[src/rtl/pipe_hazard_ctrl_pkg.sv]
// Shared constants for the pipeline hazard controller.
// Shadow entries are flat vectors: valid, we, load, hlt, then dst.
package pipe_hazard_ctrl_pkg;

  localparam int FWD_RF   = 0;
  localparam int FWD_STG0 = 1;

  localparam int F_VALID = 0;
  localparam int F_WE    = 1;
  localparam int F_LOAD  = 2;
  localparam int F_HLT   = 3;
  localparam int F_DST   = 4;

  function automatic int sw_of(input int nstg);
    return $clog2(nstg + 1);
  endfunction

  function automatic int ew_of(input int aw);
    return aw + F_DST;
  endfunction

endpackage

[src/rtl/pipe_hazard_ctrl_if.sv]
// Decode-side request and control-strobe bundle of the hazard controller.
// master = decoder/datapath, slave = hazard controller.
interface pipe_hazard_ctrl_if #(
  parameter int NSRC = 2,
  parameter int AW   = 4,
  parameter int SW   = 2
);
  logic                 id_valid;
  logic [NSRC-1:0]      id_rd_en;
  logic [NSRC*AW-1:0]   id_rd_addr;
  logic                 id_wr_en;
  logic [AW-1:0]        id_wr_addr;
  logic                 id_is_load;
  logic                 id_is_hlt;
  logic                 flow_change;
  logic                 mem_rdy;
  logic                 stall_if;
  logic                 stall_pipe;
  logic                 bubble;
  logic                 flush;
  logic [NSRC*SW-1:0]   fwd_sel;
  logic                 hlt_wb;
  logic                 halted;

  modport master (
    output id_valid, id_rd_en, id_rd_addr,
    output id_wr_en, id_wr_addr,
    output id_is_load, id_is_hlt,
    output flow_change, mem_rdy,
    input  stall_if, stall_pipe, bubble,
    input  flush, fwd_sel, hlt_wb, halted
  );

  modport slave (
    input  id_valid, id_rd_en, id_rd_addr,
    input  id_wr_en, id_wr_addr,
    input  id_is_load, id_is_hlt,
    input  flow_change, mem_rdy,
    output stall_if, stall_pipe, bubble,
    output flush, fwd_sel, hlt_wb, halted
  );
endinterface

[src/rtl/pipe_hazard_ctrl_hazard_match.sv]
// Youngest-writer priority finder for one source address.
// Stage 0 is youngest; a younger hit overrides any older one.
module hazard_match
  import pipe_hazard_ctrl_pkg::*;
#(
  parameter int NSTG = 3,
  parameter int AW   = 4,
  parameter int SW   = 2
) (
  input  logic [NSTG-1:0][AW+F_DST-1:0] shadow,
  input  logic [AW-1:0]                 addr,
  output logic                          match,
  output logic [SW-1:0]                 idx,
  output logic                          is_load
);

  logic [NSTG-1:0] unused_hlt;

  always_comb begin
    match      = 1'b0;
    idx        = '0;
    is_load    = 1'b0;
    unused_hlt = '0;
    for (int k = NSTG - 1; k >= 0; k--) begin
      unused_hlt[k] = shadow[k][F_HLT];
      if (shadow[k][F_VALID] && shadow[k][F_WE] &&
          shadow[k][F_DST +: AW] == addr) begin
        match   = 1'b1;
        idx     = SW'(k);
        is_load = shadow[k][F_LOAD];
      end
    end
  end

endmodule

[src/rtl/pipe_hazard_ctrl.sv]
// Hazard, bypass, flush and halt control for the in-order pipeline.
// Keeps a shadow of every post-decode stage beside the datapath.
module pipe_hazard_ctrl #(
  parameter int NSRC        = 2,
  parameter int NSTG        = 3,
  parameter int AW          = 4,
  parameter int LOAD_LAT    = 1,
  parameter int FLUSH_DEPTH = 2,
  parameter int ZERO_REG    = 1
) (
  input logic               clk,
  input logic               rst_n,
  pipe_hazard_ctrl_if.slave hz
);
  import pipe_hazard_ctrl_pkg::*;

  localparam int SW = sw_of(NSTG);
  localparam int EW = ew_of(AW);
  localparam int FW = (FLUSH_DEPTH > 1) ? $clog2(FLUSH_DEPTH) : 1;
  localparam logic [SW-1:0] LL = SW'(LOAD_LAT);

  logic [NSTG-1:0][EW-1:0] stg;
  logic [FW-1:0]           fcnt;
  logic                    halt_pend;
  logic                    halted_q;

  logic [NSRC-1:0]         hit, ld, qual, lu_s;
  logic [NSRC-1:0][SW-1:0] idx;
  logic [NSRC*SW-1:0]      fwd;
  logic [EW-1:0]           ent;
  logic flush_w, lu, bub, adv, hlt_cap, last_hlt;

  for (genvar s = 0; s < NSRC; s++) begin : g_src
    logic [AW-1:0] a;
    assign a = hz.id_rd_addr[s*AW +: AW];
    assign qual[s] = hz.id_rd_en[s] &&
                     ((ZERO_REG == 0) || (a != '0));

    hazard_match #(
      .NSTG (NSTG),
      .AW   (AW),
      .SW   (SW)
    ) u_match (
      .shadow  (stg),
      .addr    (a),
      .match   (hit[s]),
      .idx     (idx[s]),
      .is_load (ld[s])
    );

    assign lu_s[s] = qual[s] & hit[s] & ld[s] & (idx[s] < LL);
    assign fwd[s*SW +: SW] = (qual[s] & hit[s]) ?
                             SW'(FWD_STG0) + idx[s] :
                             SW'(FWD_RF);
  end

  assign adv      = hz.mem_rdy;
  assign flush_w  = hz.flow_change | (fcnt != '0);
  assign lu       = |lu_s;
  assign bub      = flush_w | halt_pend | lu;
  assign hlt_cap  = hz.id_valid & hz.id_is_hlt & ~bub;
  assign last_hlt = stg[NSTG-1][F_VALID] & stg[NSTG-1][F_HLT];

  always_comb begin
    ent                = '0;
    ent[F_VALID]       = hz.id_valid & ~bub;
    ent[F_WE]          = hz.id_wr_en;
    ent[F_LOAD]        = hz.id_is_load;
    ent[F_HLT]         = hz.id_is_hlt;
    ent[F_DST +: AW]   = hz.id_wr_addr;
  end

  always_ff @(posedge clk or negedge rst_n) begin
    if (!rst_n) begin
      stg       <= '0;
      fcnt      <= '0;
      halt_pend <= 1'b0;
      halted_q  <= 1'b0;
    end else if (adv) begin
      for (int k = NSTG - 1; k > 0; k--) begin
        stg[k] <= stg[k-1];
      end
      stg[0] <= ent;
      if (hz.flow_change) begin
        fcnt <= FW'(FLUSH_DEPTH - 1);
      end else if (fcnt != '0) begin
        fcnt <= fcnt - FW'(1);
      end
      if (hlt_cap) begin
        halt_pend <= 1'b1;
      end
      if (last_hlt) begin
        halted_q <= 1'b1;
      end
    end
  end

  // load-use only holds fetch when no flush is already squashing decode
  assign hz.stall_if   = ~hz.mem_rdy | halted_q | halt_pend |
                         (lu & ~flush_w);
  assign hz.stall_pipe = ~hz.mem_rdy | halted_q;
  assign hz.bubble     = bub;
  assign hz.flush      = flush_w;
  assign hz.fwd_sel    = fwd;
  assign hz.hlt_wb     = last_hlt;
  assign hz.halted     = halted_q;

endmodule

[src/flat_wrapper.sv]
// flat-port wrapper written by rule: the top's interface ports become plain ports
module pipe_hazard_ctrl_flat import pipe_hazard_ctrl_pkg::*;
#(
  parameter int NSRC        = 2,
  parameter int NSTG        = 3,
  parameter int AW          = 4,
  parameter int LOAD_LAT    = 1,
  parameter int FLUSH_DEPTH = 2,
  parameter int ZERO_REG    = 1
)
  (clk, rst_n, hz_id_valid, hz_id_rd_en, hz_id_rd_addr, hz_id_wr_en, hz_id_wr_addr, hz_id_is_load, hz_id_is_hlt, hz_flow_change, hz_mem_rdy, hz_stall_if, hz_stall_pipe, hz_bubble, hz_flush, hz_fwd_sel, hz_hlt_wb, hz_halted);
  pipe_hazard_ctrl_if #(.NSRC(NSRC), .AW(AW), .SW((2))) hz_i ();
  input logic clk;
  input logic rst_n;
  input wire logic [$bits(hz_i.id_valid)-1:0] hz_id_valid;
  input wire logic [$bits(hz_i.id_rd_en)-1:0] hz_id_rd_en;
  input wire logic [$bits(hz_i.id_rd_addr)-1:0] hz_id_rd_addr;
  input wire logic [$bits(hz_i.id_wr_en)-1:0] hz_id_wr_en;
  input wire logic [$bits(hz_i.id_wr_addr)-1:0] hz_id_wr_addr;
  input wire logic [$bits(hz_i.id_is_load)-1:0] hz_id_is_load;
  input wire logic [$bits(hz_i.id_is_hlt)-1:0] hz_id_is_hlt;
  input wire logic [$bits(hz_i.flow_change)-1:0] hz_flow_change;
  input wire logic [$bits(hz_i.mem_rdy)-1:0] hz_mem_rdy;
  output wire logic [$bits(hz_i.stall_if)-1:0] hz_stall_if;
  output wire logic [$bits(hz_i.stall_pipe)-1:0] hz_stall_pipe;
  output wire logic [$bits(hz_i.bubble)-1:0] hz_bubble;
  output wire logic [$bits(hz_i.flush)-1:0] hz_flush;
  output wire logic [$bits(hz_i.fwd_sel)-1:0] hz_fwd_sel;
  output wire logic [$bits(hz_i.hlt_wb)-1:0] hz_hlt_wb;
  output wire logic [$bits(hz_i.halted)-1:0] hz_halted;
  assign hz_i.id_valid = hz_id_valid;
  assign hz_i.id_rd_en = hz_id_rd_en;
  assign hz_i.id_rd_addr = hz_id_rd_addr;
  assign hz_i.id_wr_en = hz_id_wr_en;
  assign hz_i.id_wr_addr = hz_id_wr_addr;
  assign hz_i.id_is_load = hz_id_is_load;
  assign hz_i.id_is_hlt = hz_id_is_hlt;
  assign hz_i.flow_change = hz_flow_change;
  assign hz_i.mem_rdy = hz_mem_rdy;
  assign hz_stall_if = hz_i.stall_if;
  assign hz_stall_pipe = hz_i.stall_pipe;
  assign hz_bubble = hz_i.bubble;
  assign hz_flush = hz_i.flush;
  assign hz_fwd_sel = hz_i.fwd_sel;
  assign hz_hlt_wb = hz_i.hlt_wb;
  assign hz_halted = hz_i.halted;
  pipe_hazard_ctrl #(.NSRC(NSRC), .NSTG(NSTG), .AW(AW), .LOAD_LAT(LOAD_LAT), .FLUSH_DEPTH(FLUSH_DEPTH), .ZERO_REG(ZERO_REG)) u_core (.clk(clk), .rst_n(rst_n), .hz(hz_i));
endmodule
[config.mk]
export PLATFORM = sky130hd
export DESIGN_NAME = pipe_hazard_ctrl_flat
export DESIGN_NICKNAME = d
export VERILOG_FILES = /design/src/rtl/pipe_hazard_ctrl_pkg.sv /design/src/rtl/pipe_hazard_ctrl_if.sv /design/src/rtl/pipe_hazard_ctrl_hazard_match.sv /design/src/rtl/pipe_hazard_ctrl.sv /design/src/flat_wrapper.sv
export SDC_FILE = /design/constraint.sdc
export NUM_CORES = 1
export LEC_CHECK = 0
export CORE_ASPECT_RATIO = 1.5
export CORE_MARGIN = 2
export CORE_UTILIZATION = 51
export DETAILED_ROUTE_END_ITERATION = 8
export GPL_TIMING_DRIVEN = 0
export PLACE_DENSITY = 0.79
export RECOVER_POWER = 100
export SYNTH_ARGS = -nofsm -noshare
export SYNTH_HDL_FRONTEND = slang
export SYNTH_HIERARCHICAL = 1
export SYNTH_SLANG_ARGS = --single-unit
export TNS_END_PERCENT = 20
[constraint.sdc]
create_clock -name clk -period 3.1 [get_ports clk]
set_input_delay 0.62 -clock clk [delete_from_list [all_inputs] [get_ports clk]]
set_output_delay 0.62 -clock clk [all_outputs]
set_load 0.05 [all_outputs]
==> results of run 1 <==
## registers in the layout, indices dropped and copies added (netlist names)
name,flops
u_core/hz.halted,1
u_core/stg,24
u_core/fcnt,1
u_core/halt_pend,1
## cell usage in the layout, fill, tap and decap left out, drive strengths merged, types with 3 or more instances in the layout
cell type / instances
nor2: 7
mux2: 24
nor4: 4
nor3b: 4
and2: 4
dfrtp: 27
dlygate4sd3: 5
clkbuf: 9
buf: 11
nand4: 4
nor3: 6
clkdlybuf4s50: 11
xnor2: 4
inv: 16
xor2: 14
nand2: 4
nor2b: 3
## power groups by stage
stage	Combinational, uW	Sequential [uW]	Clock [uW]
final	274	463	192
after CTS	275	462	196
after floorplan	154	476	0
after detailed placement	266	468	0
after global routing	290	472	217
after global placement	258	464	0
## cell type report
cell class                 count  area (um2)  area share, %
buffer                         3        11.3          0.542
clock buffer                   4        45.0           2.17
inverter                      16        60.1           2.89
tap                           40        50.0           2.41
sequential                    27         676           32.5
timing repair buffer          33         288           13.9
multi-input combinational     99         947           45.6
## logic make-up (layout without fill, tap and decap cells)
family	count (synthesis)	in the layout	share of synthesized area (%)
AO/OA/AOI/OAI	15	15	7.89
XOR/XNOR	18	18	9.74
adder cells (fa/ha/maj)	2	2	1.55
buffers and inverters	19	56	4.64
flip-flops	27	27	41.8
multiplexers	24	24	16.7
AND/OR/NAND/NOR	40	40	17.7
## repair_timing
item / 4_1_cts / 5_1_grt
endpoints found under the hold margin: 0 / 0
pin swaps: 12 / 7
buffers inserted: 3 / 0
endpoints found under the setup margin: 6 / 6
gates resized for setup: 64 / 9
## through the flow
stage | setup slack [ps] | total power, uW | utilization, %
finish | 0.209 | 930 | 67.1
global route | -96.7 | 979 | 67.1
CTS | -65.0 | 933 | 67.1
detailed placement | -1160 | 735 | 63.6
global placement | -1040 | 721 | 63.6
floorplan | 5.42 | 630 | -
## layer usage
metal	track usage (%)	part of all wire (%)	up-vias
met5	0	0	-
met4	12.3	3.4	0
met3	3.28	3.5	10
met2	42.3	55	37
met1	24.3	38	626
li1	-	-	577
## worst max path at each step
stage | startpoint | endpoint | slack, ps
final | hz_id_rd_addr[0] | hz_bubble | 0.2
after detailed placement | hz_id_rd_addr[1] | hz_stall_if | -1160
after CTS | hz_id_rd_addr[5] | hz_stall_if | -60
after global routing | hz_id_rd_addr[6] | hz_stall_if | -100
after global placement | hz_id_rd_addr[1] | hz_stall_if | -1040
after floorplan | hz_id_rd_addr[0] | hz_fwd_sel[0] | 5
==> out/qor.yml, run 1 <==
floorplan:
  die_w_um: 50.0
  fp.dieH_um: 73.0
  core_area_um2: 3100
  ioPinCount: 32
  start_util_pct: 52.2
  die-area_um2: 3650
  rows: 25
sta:
  hold-worst-slack_ps: 485
  skew_ps: 4.59
  finalCriticalPeriod_ps: 3100
  fmax_mhz: 323
  hold_viol: 0
  maxSlewViolCount: 0
  worstMarginPinSlew_ps: 1180
  period_share_pct: 100
  rsz0062_at_grt: "yes"
  setup_viol: 0
  final.setup.tns_ps: 0
  relSlewSlack_pct: 21.1
layout:
  final_nets: 207
  fillCellCount: 232
  stdcell_area_um2: 2080
  antenna_cells: 0
  drive_above_1_share_pct: 37.9
  syn_to_final_growth_pct: 28.4
  fin_cells: 222
min_path:
  hold_path.class: "flop to flop"
  hold_start: "u_core/hz.halted"
  holdPathEnd: "u_core/hz.halted"
  holdPathStages: 1
status:
  status: "finished clean"
global_route:
  grt-ovfl-total: 0
  antenna_found_initial: 0
  grt_max_degree: 28
  grt_pass1_vias: 1359
  grt_use_total_pct: 22.8
  grt_pass1_wl_um: 6290
power:
  p_seq_share_pct: 49.8
  p_comb_share_pct: 29.5
  p_int_uw: 621
  switching_power_uw: 309
  clkPwrFrac_pct: 20.7
  ir_worst_vdd_mv: 0.412
  powerDensity_nw_per_um2: 448
  p_sw_share_pct: 33.2
  p_leak_uw: 0.000898
job:
  cap_violations: 0
synthesis:
  synth.avg_cell_area_um2: 11.2
  synth.yosys.seq_area_share_pct: 41.8
  yosysUniqueCellTypes: 32
  synth_commonest_cells: "dfrtp_1 (27), mux2_2 (24), inv_1 (14), xor2_1 (14), nor2_1 (7)"
  ys.flop_type: "dfrtp_1"
  synth_top_area_share_pct: 41.8
  synth_nets: 169
  yosysWarnings: 6
  yosysTopAreaCell: "dfrtp_1"
  synth-seq-cells: 27
  synthTopCellsByArea: "dfrtp_1 (42%), mux2_2 (17%), xor2_1 (7.6%), inv_1 (3.2%), nand4_2 (3.1%)"
  synth_area_um2: 1620
  synthArstFlopShare_pct: 100
  syn_inst: 145
  synth_most_common_cell: "dfrtp_1"
  synth-edff-count: 0
setup_path:
  critPathRequiredTime_ps: 2480
  setup.worst_path.end_class: "output pin"
  rrSetupSlack_ps: 960
  crit_family: "simple AND/OR/NAND/NOR gates"
  crit_buf_inv: 3
  timing.rr.end: "u_core/stg[0]"
  reg2regPathDepth: 9
  critPathLaunchType: "primary input"
  cp.depth: 11
  cp_cell_sequence: "buf_4 > xor2_1 > nor3_2 > nand4_2 > nor3b_2 > inv_1 > ha_1 > and2_4 > a32oi_4 > nand2_1 > buf_6"
  worst-setup-path-type: "primary input to output pin"
  cp_data_arrival_time_ps: 2480
  crit_slowest_cell: "nor3_2"
  cp_max_fo: 5
  cp_slowest_stage_delay_ps: 300
  reg2reg_from: "u_core/stg[20]"
route:
  ant_nets: 0
  vias_per_cell: 5.63
  wirelength_um: 3650
  wl_per_cell_um: 16.4
  num_vias: 1250
  drt_first_pass_iters: 4
  drc: 0
  drt_iter0_markers: 15
placement:
  gp_congestion: 0.819
  portBuffers: 30
  dp.cells: 215
  postPlaceCellArea_um2: 1970
  hpwlAfterDp_um: 2800
cts:
  tritoncts: "yes"
  insertion_delay_ps: 270
  clk_pin_slew_ps: 80
  cts-root-buf: "clkbuf_8"
  cts_buffers: 3
  hold_buffers: 0
  clockBufferDepth: 2
  clock-sinks: 27
  h-tree-depth: 1
No activity file was read; power rests on OpenSTA's default activity.
==> inputs of run 2 (changes only) <==
Settings changed: CTS_CLUSTER_DIAMETER from default to 200.
==> results of run 2 <==
Final layout, timing and power as in run 1 (identical DEF).
==> inputs of run 3 (changes only) <==
Settings changed: SKIP_CTS_REPAIR_TIMING from default to 1, TNS_END_PERCENT 20 to default.
==> run 3 against run 2 <==
Compared with the run above: the flow now finishes with violations (negative setup slack); register-to-register slack worse by 130 ps; final area is 3.1% higher; first-iteration DRC count is 20% lower; hold slack worse by 4.5 ps; clock-buffer cell count stayed put; critical path depth is 1 lower; via count is 1.9% lower; flip-flop and latch count stayed put; non-clock buffer count is 1 higher; sequential power hardly changed; utilization is 2.1 points higher; critical path type unchanged; largest cell class unchanged.
==> out/qor.yml, run 3 (synthesis results as in run 1) <==
cts:
  cts-root-buf: "clkbuf_8"
  clock-sinks: 27
  h-tree-depth: 1
  insertion_delay_ps: 270
  cts_buffers: 3
  tritoncts: "yes"
  clockBufferDepth: 2
  clk_pin_slew_ps: 80
sta:
  period_share_pct: 101
  setup_ws_ps: -15.7
  relSlewSlack_pct: 20.9
  finalCriticalPeriod_ps: 3120
  maxSlewViolCount: 0
  rsz0062_at_grt: "yes"
  setup_viol: 1
  final.setup.tns_ps: -15.7
  hold_viol: 0
  worstMarginPinSlew_ps: 1180
  skew_ps: 6.47
  fmax_mhz: 321
layout:
  fillCellCount: 228
  fin_cells: 223
  largest-register: "u_core/stg"
  post-route-util_pct: 69.2
  drive_above_1_share_pct: 39.3
  largest_reg_flops: 24
  antenna_cells: 0
  final_cell_mix: "dfrtp_1 (27), mux2_2 (24), clkdlybuf4s50_1 (14)"
  final_common_cell: "dfrtp_1"
  syn_to_final_growth_pct: 32.4
  final_nets: 208
global_route:
  grt_pass1_vias: 1328
  antenna_found_initial: 0
  use_met2_pct: 40.2
  grt_use_met3_pct: 2.87
  use_met1_pct: 22.6
  grt_use_total_pct: 21.4
  grt_max_degree: 28
  grt_pass1_wl_um: 5930
  grt-busiest-layer: "met2"
  grt-ovfl-total: 0
setup_path:
  critPathLaunchType: "primary input"
  crit_family: "compound AO/OA/AOI/OAI gates"
  critPathRequiredTime_ps: 2480
  setup.worst_path.end_class: "output pin"
  cp_slowest_stage_delay_ps: 380
  crit_slowest_cell: "a221o_1"
  cp_data_arrival_time_ps: 2500
  cp_max_fo: 5
  crit_buf_inv: 4
  worst-setup-path-type: "primary input to output pin"
  cp_cell_sequence: "dlymetal6s2s_1 > a221o_1 > nor4_4 > buf_4 > nor3b_2 > inv_1 > ha_2 > a32oi_4 > o21ai_2 > buf_6"
floorplan:
  fp.dieH_um: 73.0
  ioPinCount: 32
  core_area_um2: 3100
  start_util_pct: 52.2
  die_w_um: 50.0
  die-area_um2: 3650
  rows: 25
min_path:
  hold_path.class: "flop to flop"
route:
  ant_nets: 0
  num_vias: 1226
  drt_iter0_markers: 12
  wirelength_um: 3610
  drc: 0
  wl_per_cell_um: 16.2
  drt_first_pass_iters: 4
  vias_per_cell: 5.50
placement:
  gp_congestion: 0.819
  dp.cells: 215
  dp_worst_setup_slack_ps: -1160
  hpwlAfterDp_um: 2800
  portBuffers: 30
job:
  cap_violations: 0
status:
  status: "complete, but fails checks"
  violations: "negative setup slack"
power:
  powerDensity_nw_per_um2: 436
  p_leak_uw: 0.000966
  ir_worst_vdd_mv: 0.406
-- run 3: path summary, 6_finish.rpt --
| kind | startpoint | end | slack, ps | depth (start not counted) |
|---|---|---|---|---|
| worst max-delay path | hz_id_rd_addr[5] | hz_stall_if | -20 | 10 |
| worst min-delay path | u_core/hz.halted | u_core/hz.halted | 480 | 1 |
| worst max register to register | u_core/stg[5] | u_core/halt_pend | 830 | 10 |
| worst min register to register | u_core/hz.halted | u_core/hz.halted | 480 | 1 |
| max in group asynchronous | rst_n | u_core/stg[6] | 1350 | 1 |
| min in group asynchronous | rst_n | u_core/stg[7] | 1040 | 1 |
-- run 3: worst register-to-register path, stage by stage (launching register included) --
cell and delay [ps]:
dfrtp_1 400, inv_1 80, a221o_1 380, nor4_4 310, buf_4 170, nor3b_2 40
inv_1 80, ha_2 190, a32oi_4 130, buf_4 160, a31o_2 210
-- run 3: cell type report --
cell class	count	area (um2)	share of cell area [%]
buffer	3	11.3	0.526
clock buffer	4	45.0	2.10
inverter	16	60.1	2.80
multi-input combinational	99	960	44.8
sequential	27	676	31.5
tap	40	50.0	2.34
timing repair buffer	34	340	15.9
-- run 3: power breakdown --
| part | internal (uW) | switching, uW |
|---|---|---|
| Sequential | 405 | 57.0 |
| Clock | 91.8 | 101 |
| Combinational | 130 | 149 |
| Total | 627 | 307 |
-- run 3: per-stage QoR --
stage                     power [uW]  hold WS (ps)  instance area, um2
after floorplan                  630           324                1620
after global placement           721           460                1970
after detailed placement         735           469                1970
after CTS                        925           485                2010
after global routing             982           513                2140
final                            934           481                2140
-- run 3: metal layers --
metal  share of wire [%]  vias up
met5                   0        -
met1                  38      612
met2                  56       31
li1                    -      575
met4                 3.0        0
met3                 3.0        8
